### config.mk
export PLATFORM = sky130hd
export DESIGN_NAME = gmii_tx_framer
export DESIGN_NICKNAME = d
export VERILOG_FILES = /design/src/rtl/gmii_tx_framer.sv
export SDC_FILE = /design/constraint.sdc
export NUM_CORES = 1
export LEC_CHECK = 0
export ABC_CLOCK_PERIOD_IN_PS = 3600
export CELL_PAD_IN_SITES_DETAIL_PLACEMENT = 1
export CELL_PAD_IN_SITES_GLOBAL_PLACEMENT = 2
export CORE_MARGIN = 2
export CORE_UTILIZATION = 40
export CTS_BUF_LIST = sky130_fd_sc_hd__clkbuf_2 sky130_fd_sc_hd__clkbuf_4 sky130_fd_sc_hd__clkbuf_8
export CTS_CLUSTER_SIZE = 10
export DETAILED_ROUTE_END_ITERATION = 7
export GPL_TIMING_DRIVEN = 0
export PLACE_DENSITY = 0.93
export SLEW_MARGIN = 40
export SYNTH_ARGS = -nofsm -noshare
export SYNTH_HDL_FRONTEND = slang
export SYNTH_SLANG_ARGS = --single-unit
export TNS_END_PERCENT = 50
### constraint.sdc
create_clock -name clk -period 3.6 [get_ports clk]
set_input_delay 0.72 -clock clk [delete_from_list [all_inputs] [get_ports clk]]
set_output_delay 0.72 -clock clk [all_outputs]
set_load 0.01 [all_outputs]
### src/rtl/gmii_tx_framer.sv
// rtl/gmii_tx_framer.sv - GMII transmit framer (preamble/SFD, pad, CRC-32 FCS, IFG); stats ports under GMII_TX_STATS_EN
module gmii_tx_framer #(
    parameter int PREAMBLE_LEN = 7,
    parameter int MIN_FRAME    = 60,
    parameter int IFG          = 12
) (
    input  logic        clk,
    input  logic        reset,
    input  logic        in_valid,
    input  logic [7:0]  in_data,
    input  logic        in_last,
    output logic        in_ready,
    output logic [7:0]  txd,
    output logic        tx_en,
    output logic        tx_er,
    output logic        busy
`ifdef GMII_TX_STATS_EN
    ,
    output logic [15:0] frame_count,
    output logic [15:0] underrun_count
`endif
);

    localparam logic [2:0] ST_IDLE  = 3'd0;
    localparam logic [2:0] ST_PRE   = 3'd1;
    localparam logic [2:0] ST_DATA  = 3'd2;
    localparam logic [2:0] ST_PAD   = 3'd3;
    localparam logic [2:0] ST_FCS   = 3'd4;
    localparam logic [2:0] ST_UNDR  = 3'd5;
    localparam logic [2:0] ST_DRAIN = 3'd6;
    localparam logic [2:0] ST_IFG   = 3'd7;

    localparam logic [15:0] PRE_LAST = 16'(PREAMBLE_LEN - 1);
    localparam logic [15:0] MIN_C    = 16'(MIN_FRAME);
    localparam logic [15:0] IFG_LAST = 16'(IFG - 1);

    logic [2:0]  state;
    logic [15:0] cnt;
    logic [31:0] crc;
    logic [15:0] cnt_inc;
    logic [31:0] fcs;

    // Reflected IEEE 802.3 CRC-32, one byte per call.
    function automatic logic [31:0] crc_byte(input logic [31:0] c, input logic [7:0] d);
        logic [31:0] r;
        r = c ^ {24'h0, d};
        for (int i = 0; i < 8; i++) begin
            r = r[0] ? ((r >> 1) ^ 32'hEDB88320) : (r >> 1);
        end
        return r;
    endfunction

    // The byte count only needs to reach MIN_FRAME, so it sticks there for long frames.
    assign cnt_inc = (cnt == MIN_C) ? cnt : cnt + 16'd1;
    assign fcs     = ~crc;
    assign busy    = (state != ST_IDLE);

    // Frame sequencer; every GMII output is a register updated here. The SFD cycle is the
    // first DATA cycle: in_ready is already up so the first byte lands right behind 0xD5.
    always_ff @(posedge clk or negedge reset) begin
        if (!reset) begin
            state    <= ST_IDLE;
            cnt      <= '0;
            crc      <= 32'hFFFFFFFF;
            txd      <= 8'h00;
            tx_en    <= 1'b0;
            tx_er    <= 1'b0;
            in_ready <= 1'b0;
        end else begin
            tx_er <= 1'b0;
            case (state)
                ST_IDLE: begin
                    if (in_valid) begin
                        state <= ST_PRE;
                        txd   <= 8'h55;
                        tx_en <= 1'b1;
                        cnt   <= '0;
                        crc   <= 32'hFFFFFFFF;
                    end
                end
                ST_PRE: begin
                    if (cnt == PRE_LAST) begin
                        state    <= ST_DATA;
                        txd      <= 8'hD5;
                        in_ready <= 1'b1;
                        cnt      <= '0;
                    end else begin
                        txd <= 8'h55;
                        cnt <= cnt + 16'd1;
                    end
                end
                ST_DATA: begin
                    if (in_valid) begin
                        txd <= in_data;
                        crc <= crc_byte(crc, in_data);
                        cnt <= cnt_inc;
                        if (in_last) begin
                            in_ready <= 1'b0;
                            if (cnt_inc < MIN_C) begin
                                state <= ST_PAD;
                            end else begin
                                state <= ST_FCS;
                                cnt   <= '0;
                            end
                        end
                    end else begin
                        txd      <= 8'h00;
                        tx_er    <= 1'b1;
                        in_ready <= 1'b0;
                        state    <= ST_UNDR;
                    end
                end
                ST_PAD: begin
                    txd <= 8'h00;
                    crc <= crc_byte(crc, 8'h00);
                    if (cnt_inc == MIN_C) begin
                        state <= ST_FCS;
                        cnt   <= '0;
                    end else begin
                        cnt <= cnt_inc;
                    end
                end
                ST_FCS: begin
                    txd <= fcs[{cnt[1:0], 3'b000} +: 8];
                    if (cnt[1:0] == 2'd3) begin
                        state <= ST_IFG;
                        cnt   <= '0;
                    end else begin
                        cnt <= cnt + 16'd1;
                    end
                end
                ST_UNDR: begin
                    txd      <= 8'h00;
                    tx_en    <= 1'b0;
                    in_ready <= 1'b1;
                    state    <= ST_DRAIN;
                end
                ST_DRAIN: begin
                    if (in_valid && in_last) begin
                        in_ready <= 1'b0;
                        state    <= ST_IFG;
                        cnt      <= '0;
                    end
                end
                ST_IFG: begin
                    txd   <= 8'h00;
                    tx_en <= 1'b0;
                    if (cnt == IFG_LAST) begin
                        state <= ST_IDLE;
                    end else begin
                        cnt <= cnt + 16'd1;
                    end
                end
                default: begin
                    state <= ST_IDLE;
                end
            endcase
        end
    end

`ifdef GMII_TX_STATS_EN
    // Completed-frame and underrun tallies; both wrap at 16 bits.
    always_ff @(posedge clk or negedge reset) begin
        if (!reset) begin
            frame_count    <= '0;
            underrun_count <= '0;
        end else begin
            if (state == ST_FCS && cnt[1:0] == 2'd3) begin
                frame_count <= frame_count + 16'd1;
            end
            if (state == ST_DATA && !in_valid) begin
                underrun_count <= underrun_count + 16'd1;
            end
        end
    end
`endif

endmodule

**After elaboration in Yosys (flattened, before gate mapping)**

Index checks and enable logic that the tools add are counted.

- Word-level logic and storage cells: 118
- RAM bits: 0
- Memories kept: 0
- Bits in read-only memories: 0
- Latch bits: 0
- Register bits after elaboration: 62
- Output and inout bits: 12
- Bits of input ports: 12

- Bitwise gates (word level): 18
- Reduce and logical (&&, ||, !) cells: 16
- Shift operators: 1
- Equal/unequal tests: 21
- Add/sub/neg operators: 1
- Div/mod/pow operators: 0
- Order comparisons: 1
- Multiplexer cells: 53
- Multipliers: 0

Operators by type and width:

| cell | count |
|---|---|
| 32-bit 2-to-1 mux | 18 |
| 13-bit inverter with 14-bit output | 16 |
| 16-bit 2-to-1 mux | 10 |
| 16-bit case mux with 7 select lines | 1 |
| 32-bit case mux with 3 select lines | 1 |
| 8-bit case mux with 5 select lines | 1 |
| 16-bit by 6-bit equality test with 1-bit output (second input constant) | 2 |
| 32-bit inverter | 1 |
| 32-bit by 6-bit variable part select with 8-bit output | 1 |
| 32-bit by 8-bit XOR with 32-bit output | 1 |
| 3-bit 2-to-1 mux | 9 |
| 8-bit 2-to-1 mux | 3 |
| 3-bit case mux with 8 select lines | 1 |
| 16-bit by 1-bit adder with 16-bit output (second input constant) | 1 |
| 16-bit by 3-bit equality test with 1-bit output (second input constant) | 1 |
| 16-bit by 4-bit equality test with 1-bit output (second input constant) | 1 |
| 16-bit by 6-bit less-than comparator with 1-bit output (second input constant) | 1 |
| 2-bit != test (second input constant) | 8 |
| 3-bit equality test (second input constant) | 4 |
| 1-bit 2-to-1 mux | 7 |
| 7-bit AND reduction | 1 |
| 7-bit nonzero test | 1 |
| 3-bit by 2-bit equality test with 1-bit output (second input constant) | 2 |
| 3-bit nonzero test | 2 |
| 16 further kinds | 17 |

**Longest topological paths before layout**

- Depth after elaboration: 19
- Mapped depth: 12
- Depth with buffers taken out: 10

**Worst setup path before layout**

Ideal clock, no wire load.

- Kind: reg-to-reg
- Start: register cnt[1]
- End: register cnt[15]
- Cell stages (with the launch flop): 11
- Arrival time: 2.865 ns
- Clock period less this slack: 2.986 ns
- Required time: 3.479 ns
- Path slack: 0.614 ns
- Library setup time: 0.121 ns
- Path buffers: 1
- Cells stage by stage: dfrtp_1 ha_1 inv_1 ha_1 or4_1 or4b_1 o311ai_1 o211ai_2 buf_4 a21o_1 a22o_1

- Word-level cells in the longest chain between the ends: 7
- Elaborated cells between the ends (all ways): 18
- Classes of those cells: 1 x add/sub; 1 x order compare; 6 x eq/ne; 9 x mux; 1 x reduce/logical

RTL lines:

| element | RTL line | RTL |
|---|---|---|
| start: declaration | 38 | `logic [15:0] cnt;` |
| start signal: assignment | 89 | `cnt <= cnt + 16'd1;` |
| start signal: assignment | 96 | `cnt <= cnt_inc;` |
| start signal: assignment | 120 | `cnt <= cnt_inc;` |
| 16-bit by 1-bit adder with 16-bit output or 16-bit by 6-bit equality test with 1-bit output (tied branches) | -- |  |
| 16-bit 2-to-1 mux | 54 | `assign cnt_inc = (cnt == MIN_C) ? cnt : cnt + 16'd1;` |
| 16-bit by 6-bit less-than comparator with 1-bit output | 99 | `if (cnt_inc < MIN_C) begin` |
| 16-bit 2-to-1 mux | 99 |  |
| 16-bit 2-to-1 mux | 97 | `if (in_last) begin` |
| 16-bit 2-to-1 mux | 93 | `if (in_valid) begin` |
| 16-bit case mux with 7 select lines | 71 | `case (state)` |

Several ways; a longest one is shown, not always the timed one. The select of a mux whose other input is x is not followed.
A chain may end at the register's enable or synchronous reset.

**Final worst setup path**

Ends and elaborated chain as after synthesis.

==> summary.txt <==
Critical path
  • R2R Setup Slk: 150 ps
  • Crit path max fanout: 10
  • CP peak stage delay: 520 ps
  • Crit Reg-Reg Endpoint: cnt[15]$_DFFE_PN0P_
  • Worst Path Arrival: 3720 ps
  • Crit Reg-Reg Startpoint: cnt[1]$_DFFE_PN0P_
  • Req. time, crit path: 3860 ps
  • Setup crit end kind: flip-flop
  • Setup CP Type: flip-flop to flip-flop
  • Crit path launch type: flip-flop
  • Critical-path top delay cell: a41oi_1
  • Worst-case reg-to-reg path depth: 10
  • Cell Chain, Critical Path: ha_2 -> nand3_2 -> nor4_2 -> mux2_2 -> a41oi_1 -> o311a_4 -> o211ai_2 -> buf_4 -> a21o_1 -> a22o_1

Routing
  • Antenna Nets Post-Route: 0
  • DRT Pass-1 Iters: 4
  • Avg WL per Cell: 22.0 µm
  • Via density: 5.87
  • DRC: 0
  • Final WL: 16,600 µm
  • Initial DRC Count: 368
  • Via Count: between 4,000 and 5,000

Run status
  • Status: completed

GRT
  • Global routing usage on met3: 3.48%
  • Vias in the first global route: 4,783
  • Antenna violations before repair: 0
  • Tot GR Track Use: between 20% and 30%
  • Global route overflow: 0
  • First-pass GRT wire length: 27,000 µm
  • GR peak layer: met2
  • GR Layer Usage met2: 45.5%
  • Pin count of the biggest net entering global routing: 41
  • M1 GR Usage: 34.3%

Clock tree
  • Post-CTS sizing: 1
  • Worst skew pair latency: 380 ps
  • CTS buffer count: 9
  • CTS max path bufs: 2
  • Clock transition at path regs: 80 ps
  • CTS Root Cell: clkbuf_8
  • Postcts setup bufs: 0
  • Hold-fix buffers at CTS: 0
  • H-tree levels: 3
  • Clock tree from TritonCTS: done
  • Sink Count: 62

Timing
  • Final TNS setup: 0 ps
  • Worst Max-Slew Pin Slew: 857 ps
  • Final Setup Violations: 0
  • Slew Viols, Final: 0
  • Fmax achieved: 0.290 GHz
  • Final Hold Viols: 0
  • Final Skew: 13.4 ps
  • Crit path time final: 3450 ps
  • RSZ-0062 raised after global routing: yes
  • Slew margin rel.: 42.4%
  • Fin crit share: 95.9%
  • Worst Setup Slack, final: 148 ps

Logic synthesis
  • Yosys reg bits: 62
  • Synthesized area: 0.00503 mm²
  • Syn avg cell area: between 9 and 10 µm²
  • Gate Count Post-Synth: between 500 and 600
  • EDFF count, synth: 0
  • Yosys warns: 0
  • Synth unique cells: 66
  • Sequential area share after synthesis: 31.6%
  • Synthesized Nets: 560
  • Ys async rst share: 100%
  • Most common flop cell mapped by yosys: dfstp_2

Worst hold path
  • Hold Path Class: input pin to async pin

Die
  • Ports: 24
  • Core box area: about 0.012 mm²
  • Die ar.: 0.0135 mm²
  • Die height: 116 µm
  • FP Rows: 40
  • Width of the die: 116 µm
  • Initial Utilization: 41.3%

Power
  • Flop pwr share: 19.1%
  • Sw Ratio: slightly below 50%
  • Pwr per Cell Area: ~1300 mW/mm²
  • Internal power: 3660 µW
  • Lkg Pwr: slightly above 0.002 µW
  • Worst vdd ir: 0.000760 V
  • Comb pwr share: 71.7%
  • Sw power: 3500 µW
  • Clock network power share: under 10%

Cells and area
  • Most common cell after layout, fill and taps aside: xnor2_1
  • Synthesis-to-layout area growth: 13.4%
  • Layout cells sized above 1: about 15%
  • N_diodes: 0
  • Most frequent cells in the layout: xnor2_1 (91), xor2_1 (46), nor2_1 (37)
  • Nets: roughly 600

Flow run
  • Max Cap Violations: 0

Place
  • DPL Wire Length: 12,200 µm
  • GP Congestion: about 0.92
  • Port Buffers: 23
  • Dpl ws: 11.9 ps
-- registers in the layout, summed over array words and instances, names as in the netlist --
name / count
tx_er: 1
txd: 8
in_ready: 1
tx_en: 1
state: 3
crc: 32
cnt: 16
-- cell usage after synthesis (4+ instances only) --
cell | number | area [µm²]
nor4_1 | 4 | 25.0
o22a_1 | 6 | 52.6
ha_1 | 4 | 50.1
xnor2_1 | 92 | 806
dfrtp_1 | 30 | 751
o21a_1 | 19 | 143
or3_1 | 5 | 31.3
a22o_1 | 7 | 61.3
nand3_1 | 8 | 40.0
buf_2 | 8 | 40.0
a22oi_1 | 6 | 45.0
o221ai_1 | 21 | 184
o22ai_1 | 4 | 25.0
o21ai_0 | 9 | 45.0
nor3_1 | 6 | 30.0
mux4_2 | 8 | 180
nor2_1 | 38 | 143
xor2_1 | 46 | 403
nand2_1 | 30 | 113
o31ai_1 | 4 | 30.0
inv_1 | 11 | 41.3
o21ai_1 | 5 | 25.0
dfstp_2 | 32 | 841
nand2b_1 | 8 | 50.1
clkbuf_1 | 22 | 82.6
a21oi_1 | 36 | 180
buf_1 | 4 | 15.0
a31oi_1 | 10 | 62.6
-- kinds of logic after synthesis --
group / Yosys count / share of synthesized area (%)
buffers and inverters: 50 / 4.18
multiplexers: 14 / 4.85
AO/OA/AOI/OAI: 154 / 22.0
adder cells (fa/ha/maj): 4 / 0.995
flip-flops: 62 / 31.6
AND/OR/NAND/NOR: 121 / 12.0
XOR/XNOR: 139 / 24.4
-- worst max path at each step --
stage / startpoint / end / slack [ps] / depth (start not counted)
6_report: cnt[1]$_DFFE_PN0P_ / cnt[15]$_DFFE_PN0P_ / 150 / 10
3_3_place_gp: reset / txd[3]$_DFFE_PN0P_ / -390 / 1
4_1_cts: state[0]$_DFFE_PN0P_ / busy / 100 / 5
3_5_place_dp: cnt[1]$_DFFE_PN0P_ / cnt[15]$_DFFE_PN0P_ / 10 / 10
2_1_floorplan: cnt[1]$_DFFE_PN0P_ / cnt[15]$_DFFE_PN0P_ / 610 / 10
5_1_grt: cnt[1]$_DFFE_PN0P_ / cnt[15]$_DFFE_PN0P_ / -20 / 12
-- critical path, delay by kind of cell, from the launching register on --
family | cells | cell delay, ps
AO/OA/AOI/OAI | 5 | 1290
AND/OR/NAND/NOR | 2 | 640
flip-flops | 1 | 480
multiplexers | 1 | 390
buffers and inverters | 1 | 240
adder cells (fa/ha/maj) | 1 | 310
-- metal layers --
metal / up-vias / wire [µm]
li1: 2019 / -
met1: 2290 / 7290
met2: 83 / 8290
met3: 23 / 563
met4: 0 / 416
met5: - / 0
-- per-stage QoR --
| step | instances | total power, µW | hold WS, ps | instance area, µm² | util, % |
|---|---|---|---|---|---|
| 2_1_floorplan | 544 | 5190 | 424 | 5030 | - |
| 3_3_place_gp | 735 | 6200 | 504 | 5470 | 45.0 |
| 3_5_place_dp | 736 | 6400 | 509 | 5500 | 45.2 |
| 4_1_cts | 752 | 7120 | 222 | 5700 | 46.8 |
| 5_1_grt | 752 | 7650 | 244 | 5700 | 46.9 |
| 6_report | 752 | 7160 | 229 | 5700 | 46.9 |
-- final cells by class --
class	instances	area (µm²)
tap	168	210
sequential	62	1590
timing repair buffer	24	248
fill	1443	6460
inverter	12	45.0
clock inverter	4	47.5
buffer	38	168
multi-input combinational	432	3250
clock buffer	12	146
-- power by group through the flow --
stage	logic (µW)	registers, µW	clock network [µW]
finish	5130	1370	660
global route	5550	1400	698
global placement	4850	1350	0
CTS	5090	1360	678
floorplan	3890	1300	0
detailed placement	5030	1370	0
(Power assumes the default switching activity.)
